--- src/rtl/mips_ctrl_pkg.sv ---
// Shared definitions for the multicycle MIPS control unit: opcodes, FSM
// state encodings, ALU and mux select codes, and the control-word bundle.
package mips_ctrl_pkg;

  // Primary opcode field values recognised by the decoder
  localparam logic [5:0] OP_RTYPE = 6'b000000;
  localparam logic [5:0] OP_LW    = 6'b100011;
  localparam logic [5:0] OP_SW    = 6'b101011;
  localparam logic [5:0] OP_BEQ   = 6'b000100;
  localparam logic [5:0] OP_J     = 6'b000010;
  localparam logic [5:0] OP_ADDI  = 6'b001000;
  localparam logic [5:0] OP_ORI   = 6'b001101;

  // ALU operation codes (zero-extended to the alu_op port width)
  localparam logic [2:0] ALU_ADD   = 3'b000;
  localparam logic [2:0] ALU_SUB   = 3'b001;
  localparam logic [2:0] ALU_FUNCT = 3'b010;
  localparam logic [2:0] ALU_OR    = 3'b011;

  // ALU B-operand select
  localparam logic [1:0] SRCB_REG   = 2'b00;
  localparam logic [1:0] SRCB_FOUR  = 2'b01;
  localparam logic [1:0] SRCB_IMM   = 2'b10;
  localparam logic [1:0] SRCB_BROFF = 2'b11;

  // Next-PC source select
  localparam logic [1:0] PCSRC_ALU    = 2'b00;
  localparam logic [1:0] PCSRC_ALUOUT = 2'b01;
  localparam logic [1:0] PCSRC_JUMP   = 2'b10;

  typedef enum logic [3:0] {
    S_IDLE     = 4'd0,
    S_FETCH    = 4'd1,
    S_DECODE   = 4'd2,
    S_MEM_ADDR = 4'd3,
    S_MEM_RD   = 4'd4,
    S_MEM_WB   = 4'd5,
    S_MEM_WR   = 4'd6,
    S_R_EXEC   = 4'd7,
    S_R_WB     = 4'd8,
    S_BEQ      = 4'd9,
    S_JUMP     = 4'd10,
    S_I_EXEC   = 4'd11,
    S_I_WB     = 4'd12,
    S_ILLEGAL  = 4'd13
  } state_t;

  // Full datapath control word produced by the decoder
  typedef struct packed {
    logic       reg_dst;
    logic       alu_src_a;
    logic       mem_to_reg;
    logic       reg_write;
    logic       mem_read;
    logic       mem_write;
    logic       ior_d;
    logic       ir_write;
    logic       pc_write;
    logic       pc_write_cond;
    logic [1:0] alu_src_b;
    logic [1:0] pc_source;
    logic [2:0] alu_op;
    logic       instr_done;
    logic       illegal_op;
  } ctrl_t;

  // DECODE dispatch: extension opcodes fall into ILLEGAL when not enabled
  function automatic state_t decode_next(input logic [5:0] op, input logic ext);
    case (op)
      OP_RTYPE:        return S_R_EXEC;
      OP_LW, OP_SW:    return S_MEM_ADDR;
      OP_BEQ:          return S_BEQ;
      OP_J:            return ext ? S_JUMP : S_ILLEGAL;
      OP_ADDI, OP_ORI: return ext ? S_I_EXEC : S_ILLEGAL;
      default:         return S_ILLEGAL;
    endcase
  endfunction

endpackage

--- src/rtl/mc_ctrl_decode.sv ---
// Pure state-to-control-word decoder. Only FETCH and MEM_WR look at
// mem_ready, so that PC/IR updates and the store's completion pulse happen
// only in the cycle the memory actually accepts the access.
module mc_ctrl_decode
  import mips_ctrl_pkg::*;
(
  input  state_t i_state,
  input  logic   i_mem_ready,
  input  logic   i_is_ori,
  output ctrl_t  o_ctrl
);

  // Decode the current state into the datapath control word
  always_comb begin
    // NOTE: default the whole word first so no path through the case leaves
    // a field unassigned, which would otherwise infer a latch.
    o_ctrl = '0;
    case (i_state)
      S_IDLE: ;
      S_FETCH: begin
        o_ctrl.mem_read  = 1'b1;
        o_ctrl.ir_write  = i_mem_ready;
        o_ctrl.pc_write  = i_mem_ready;
        o_ctrl.alu_src_b = SRCB_FOUR;
        o_ctrl.alu_op    = ALU_ADD;
      end
      S_DECODE: begin
        o_ctrl.alu_src_b = SRCB_BROFF;
        o_ctrl.alu_op    = ALU_ADD;
      end
      S_MEM_ADDR: begin
        o_ctrl.alu_src_a = 1'b1;
        o_ctrl.alu_src_b = SRCB_IMM;
        o_ctrl.alu_op    = ALU_ADD;
      end
      S_MEM_RD: begin
        o_ctrl.mem_read = 1'b1;
        o_ctrl.ior_d    = 1'b1;
      end
      S_MEM_WB: begin
        o_ctrl.reg_write  = 1'b1;
        o_ctrl.mem_to_reg = 1'b1;
        o_ctrl.instr_done = 1'b1;
      end
      S_MEM_WR: begin
        o_ctrl.mem_write  = 1'b1;
        o_ctrl.ior_d      = 1'b1;
        o_ctrl.instr_done = i_mem_ready;
      end
      S_R_EXEC: begin
        o_ctrl.alu_src_a = 1'b1;
        o_ctrl.alu_src_b = SRCB_REG;
        o_ctrl.alu_op    = ALU_FUNCT;
      end
      S_R_WB: begin
        o_ctrl.reg_dst    = 1'b1;
        o_ctrl.reg_write  = 1'b1;
        o_ctrl.instr_done = 1'b1;
      end
      S_BEQ: begin
        o_ctrl.alu_src_a     = 1'b1;
        o_ctrl.alu_src_b     = SRCB_REG;
        o_ctrl.alu_op        = ALU_SUB;
        o_ctrl.pc_write_cond = 1'b1;
        o_ctrl.pc_source     = PCSRC_ALUOUT;
        o_ctrl.instr_done    = 1'b1;
      end
      S_JUMP: begin
        o_ctrl.pc_write   = 1'b1;
        o_ctrl.pc_source  = PCSRC_JUMP;
        o_ctrl.instr_done = 1'b1;
      end
      S_I_EXEC: begin
        o_ctrl.alu_src_a = 1'b1;
        o_ctrl.alu_src_b = SRCB_IMM;
        o_ctrl.alu_op    = i_is_ori ? ALU_OR : ALU_ADD;
      end
      S_I_WB: begin
        o_ctrl.reg_write  = 1'b1;
        o_ctrl.instr_done = 1'b1;
      end
      S_ILLEGAL: begin
        o_ctrl.illegal_op = 1'b1;
        o_ctrl.instr_done = 1'b1;
      end
      default: ;
    endcase
  end

endmodule

--- src/rtl/multicycle_control.sv ---
// Multicycle MIPS control FSM. Holds the state register and next-state
// logic; control outputs come from mc_ctrl_decode so they follow the state
// register directly and collapse to zero the instant reset asserts.
module multicycle_control
  import mips_ctrl_pkg::*;
#(
  parameter int ALU_OP_W   = 3,
  parameter int ENABLE_EXT = 1
) (
  input  logic                clk,
  input  logic                rst_n,
  input  logic [5:0]          op,
  input  logic                mem_ready,
  output logic                regDst,
  output logic                aluSrcA,
  output logic                memToReg,
  output logic                regWrite,
  output logic                memRead,
  output logic                memWrite,
  output logic                iorD,
  output logic                irWrite,
  output logic                pcWrite,
  output logic                pcWriteCond,
  output logic [1:0]          aluSrcB,
  output logic [1:0]          pcSource,
  output logic [ALU_OP_W-1:0] alu_op,
  output logic                instr_done,
  output logic                illegal_op
);

  localparam logic EXT = (ENABLE_EXT != 0);

  state_t r_state;
  logic   r_armed;   // set one edge after reset so IDLE lasts a full cycle
  logic   r_is_ori;  // captured at DECODE to pick the I-type ALU op
  ctrl_t  w_ctrl;

  // State register and next-state logic
  always_ff @(posedge clk or negedge rst_n) begin
    // NOTE: state is assigned with <= so every flop samples pre-edge values;
    // the async reset branch drops to IDLE without waiting for a clock.
    if (!rst_n) begin
      r_state  <= S_IDLE;
      r_armed  <= 1'b0;
      r_is_ori <= 1'b0;
    end else begin
      case (r_state)
        S_IDLE: begin
          r_armed <= 1'b1;
          if (r_armed) r_state <= S_FETCH;
        end
        S_FETCH:    if (mem_ready) r_state <= S_DECODE;
        S_DECODE: begin
          r_state  <= decode_next(op, EXT);
          r_is_ori <= (op == OP_ORI);
        end
        S_MEM_ADDR: r_state <= (op == OP_SW) ? S_MEM_WR : S_MEM_RD;
        S_MEM_RD:   if (mem_ready) r_state <= S_MEM_WB;
        S_MEM_WR:   if (mem_ready) r_state <= S_FETCH;
        S_R_EXEC:   r_state <= S_R_WB;
        S_I_EXEC:   r_state <= S_I_WB;
        S_MEM_WB, S_R_WB, S_BEQ, S_JUMP, S_I_WB, S_ILLEGAL:
                    r_state <= S_FETCH;
        default:    r_state <= S_IDLE;
      endcase
    end
  end

  mc_ctrl_decode u_decode (
    .i_state     (r_state),
    .i_mem_ready (mem_ready),
    .i_is_ori    (r_is_ori),
    .o_ctrl      (w_ctrl)
  );

  assign regDst      = w_ctrl.reg_dst;
  assign aluSrcA     = w_ctrl.alu_src_a;
  assign memToReg    = w_ctrl.mem_to_reg;
  assign regWrite    = w_ctrl.reg_write;
  assign memRead     = w_ctrl.mem_read;
  assign memWrite    = w_ctrl.mem_write;
  assign iorD        = w_ctrl.ior_d;
  assign irWrite     = w_ctrl.ir_write;
  assign pcWrite     = w_ctrl.pc_write;
  assign pcWriteCond = w_ctrl.pc_write_cond;
  assign aluSrcB     = w_ctrl.alu_src_b;
  assign pcSource    = w_ctrl.pc_source;
  assign alu_op      = ALU_OP_W'(w_ctrl.alu_op);
  assign instr_done  = w_ctrl.instr_done;
  assign illegal_op  = w_ctrl.illegal_op;

endmodule

--- config.mk ---
export PLATFORM = sky130hd
export DESIGN_NAME = multicycle_control
export DESIGN_NICKNAME = d
export VERILOG_FILES = /design/src/rtl/mips_ctrl_pkg.sv /design/src/rtl/mc_ctrl_decode.sv /design/src/rtl/multicycle_control.sv
export SDC_FILE = /design/constraint.sdc
export NUM_CORES = 1
export LEC_CHECK = 0
export CORE_MARGIN = 4
export CORE_UTILIZATION = 30
export DETAILED_ROUTE_END_ITERATION = 6
export REMOVE_ABC_BUFFERS = 1
export SYNTH_ARGS = -nofsm -noshare
export SYNTH_HDL_FRONTEND = slang
export SYNTH_HIERARCHICAL = 1
export SYNTH_SLANG_ARGS = --single-unit
--- constraint.sdc ---
create_clock -name clk -period 1.71 [get_ports clk]
set_input_delay 0.2565 -clock clk [delete_from_list [all_inputs] [get_ports clk]]
set_output_delay 0.2565 -clock clk [all_outputs]
set_load 0.01 [all_outputs]
==> summary.md <==
| Metric | Value |
|---|---|
| Num rows | 17 |
| Via density | 4.90 |
| Port bufs | 26 |
| Status | finished, final reports clean |
| Hold violation total from the final report | 0 |
| Critical Path End Type | output pin |
| MaxCap Viol Count | 0 |
| CTS sink cnt | 6 |
| Path type of the worst min-delay path | in -> async |
| R2r setup slk | between 200 and 250 ps |
| Height of the die | just under 60 um |
| Register area share after synthesis | between 20 and 25% |
| Via Count | 862 |
| RSZ-0062 raised after global routing | no |
| Number of global-route vias before repair | just under 800 |
| Detailed-route wire length | ~2000 um |
| Cts bufs inserted | 3 |
| Core area | ~2300 um^2 |
| Critical Path RT | ~1500 ps |
| Count of pins over their slew limit | 0 |
| Die X | about 58 um |
| Clock skew | approximately 0.18 ps |
| Leakage power | between 0.5 and 0.6 nW |
| Largest net degree at the start of global routing | 12 |
| Most common flop cell mapped by yosys | dfrtp_1 |
| Antenna cells | 0 |
| Nets@finish | between 150 and 200 |
| Worst Path Arrival | between 1000 and 1500 ps |
| Die area | roughly 3400 um^2 |
| Initial antenna violation count | 0 |
| Syn Inst Count | just under 100 |
| GPL Wtd Cong | about 0.87 |
| Global-route wire length before repair | roughly 3200 um |
| # DRC | 0 |
| Yosys Warn Count | 6 |
| Maximum VDD drop | 991 uV |
| DP Area | between 1000 and 1500 um^2 |
| Drt wl/cell | 11.5 um |
| Clk slew on worst S/H paths | 40 ps |
| Crit Path Class | reg -> out |
| Layout cell share with drive strength beyond 1 | between 30% and 40% |
| Seq cells post-synth | 6 |
| # IOs | 28 |
| Hpwl dp | about 1600 um |
| Register-to-Register Path Depth | 5 |
| Setup violators final | 0 |
| Final ANT Viol Nets | 0 |
| Fmax | between 0.6 and 0.7 GHz |
| Asr flop ratio synth | 100% |
| Final Non-Filler Cells | around 180 |
| Area grow syn2layout | 62.0% |
| Reg-to-reg startpoint | r_state[0] |
| Fin crit period | between 1500 and 2000 ps |
| Dpl cells | 166 |
| Critical path launch point type | flop |
| Final period util | roughly 96% |
| CTS tree | built |
| Pre-antenna DRT Iters | 4 |
| Initial Util | between 30% and 40% |
| Post-synth EDFFs | 0 |
| Syn_area_per_cell | between 7 and 8 um^2 |
| Maximum buffer depth of the clock tree | 2 |
| Yosys cell types | 43 |
| Drt first-iter violations | 12 |
| Worst r2r dst | r_state[1] |
| Filler cells | approximately 240 |
| CP Max Fanout | 6 |
| PD cells | ~1500 nW/um^2 |
| Total GRT Usage | a little under an eighth |
| Total grt overflow | 0 |
| Worst skew pair latency | approximately 240 ps |
| Mapped cell area | roughly 750 um^2 |
| Root buf cell | clkbuf_4 |
| H-tree lvl count | 1 |
| Final instance area | about 1200 um^2 |
[metal layers]
layer	up-vias	GRT usage [%]	part of all wire (%)
met4	0	5.96	0.94
met1	376	12.7	43
met3	2	1.56	7.0
met5	-	0	0
met2	29	22.3	49
li1	455	-	-
[synth_stat cells, types with 2 or more instances]
cell	instances	area (um^2)
clkbuf_1	3	11.3
a21o_1	2	15.0
nor3_1	3	15.0
buf_2	2	10.0
a32o_1	2	20.0
nand3_1	2	10.0
o31ai_1	2	15.0
nand2_1	6	22.5
buf_6	4	45.0
nor3_2	2	20.0
nor2b_1	2	12.5
nand2b_1	8	50.1
buf_4	2	15.0
dfrtp_1	6	150
a21oi_1	6	30.0
nand3b_1	3	22.5
xnor2_1	2	17.5
nor2_1	12	45.0
a211oi_1	2	15.0
inv_1	3	11.3
[final cells by class]
class	count	area (um^2)	share of cell area, %
Clock buffer	3	22.5	1.86
Inverter	3	11.3	0.929
Multi-Input combinational cell	77	522	43.0
Sequential cell	6	154	12.7
Timing Repair Buffer	59	468	38.6
Tap cell	28	35.0	2.89
[placed cells by master, fill, tap and decap left out, types with 2 or more instances in the layout]
cell / instances
buf_4: 32
nor2_1: 12
dlygate4sd2_1: 11
clkdlybuf4s50_1: 8
nand2b_1: 7
nand2_1: 6
a21oi_1: 5
buf_2: 4
nor3_1: 3
inv_1: 3
clkbuf_4: 3
dfrtp_1: 3
dfrtp_2: 3
nand3b_1: 3
nand3_1: 2
o31ai_1: 2
nor2b_1: 2
a32o_1: 2
xnor2_1: 2
a21o_1: 2
clkbuf_2: 2
nor3_2: 2
[cell families after synthesis]
kind of cell | synth area share, %
AO/OA/AOI/OAI | 29.3
flip-flops | 20.1
buffers and inverters | 12.4
XOR/XNOR | 3.51
AND/OR/NAND/NOR | 34.3
other | 0.501
[flip-flops by register name, summed over array words and instances, names as in the netlist]
register,flops
r_state,4
r_armed,1
r_is_ori,1
[report_power, final]
part           leakage (nW)  internal [mW]  switching [mW]
registers            0.0691          0.203          0.0746
clock network        0.0138         0.0790          0.0455
logic                 0.495          0.742           0.644
total                 0.578           1.02           0.765
[stage by stage]
step / setup slack, ps / util (%) / hold slack [ps] / TNS (ps) / power (mW)
4_1_cts: 3.72 / 52.5 / 264 / 0 / 1.77
5_1_grt: 15.5 / 52.8 / 275 / 0 / 1.93
3_3_place_gp: -225 / 50.4 / 445 / -590 / 1.64
3_5_place_dp: -218 / 50.4 / 459 / -864 / 1.66
6_report: 72.5 / 52.8 / 259 / 0 / 1.79
2_1_floorplan: 231 / - / -39.1 / 0 / 0.930
[critical path, stage by stage, from the launching register on]
cell and delay [ps]:
dfrtp_2 440, buf_4 150, nand2b_1 140, a21boi_1 140, dlygate4sd2_1 280
[worst max path at each step]
stage / from / end / cells after the start
after floorplan: r_state[1] / aluSrcB[0] / 2
after global placement: mem_ready / instr_done / 4
after detailed placement: mem_ready / instr_done / 4
after CTS: r_state[3] / aluSrcB[0] / 5
after global routing: r_state[0] / memWrite / 4
final: r_state[3] / aluSrcA / 4
[timing repair]
action,4_1_cts,5_1_grt
pin swaps,0,2
buffers inserted,7,0
resized for setup,34,8
hold buffers,0,0
setup endpoints to repair,18,5
No activity file was read; power rests on OpenSTA's default activity.
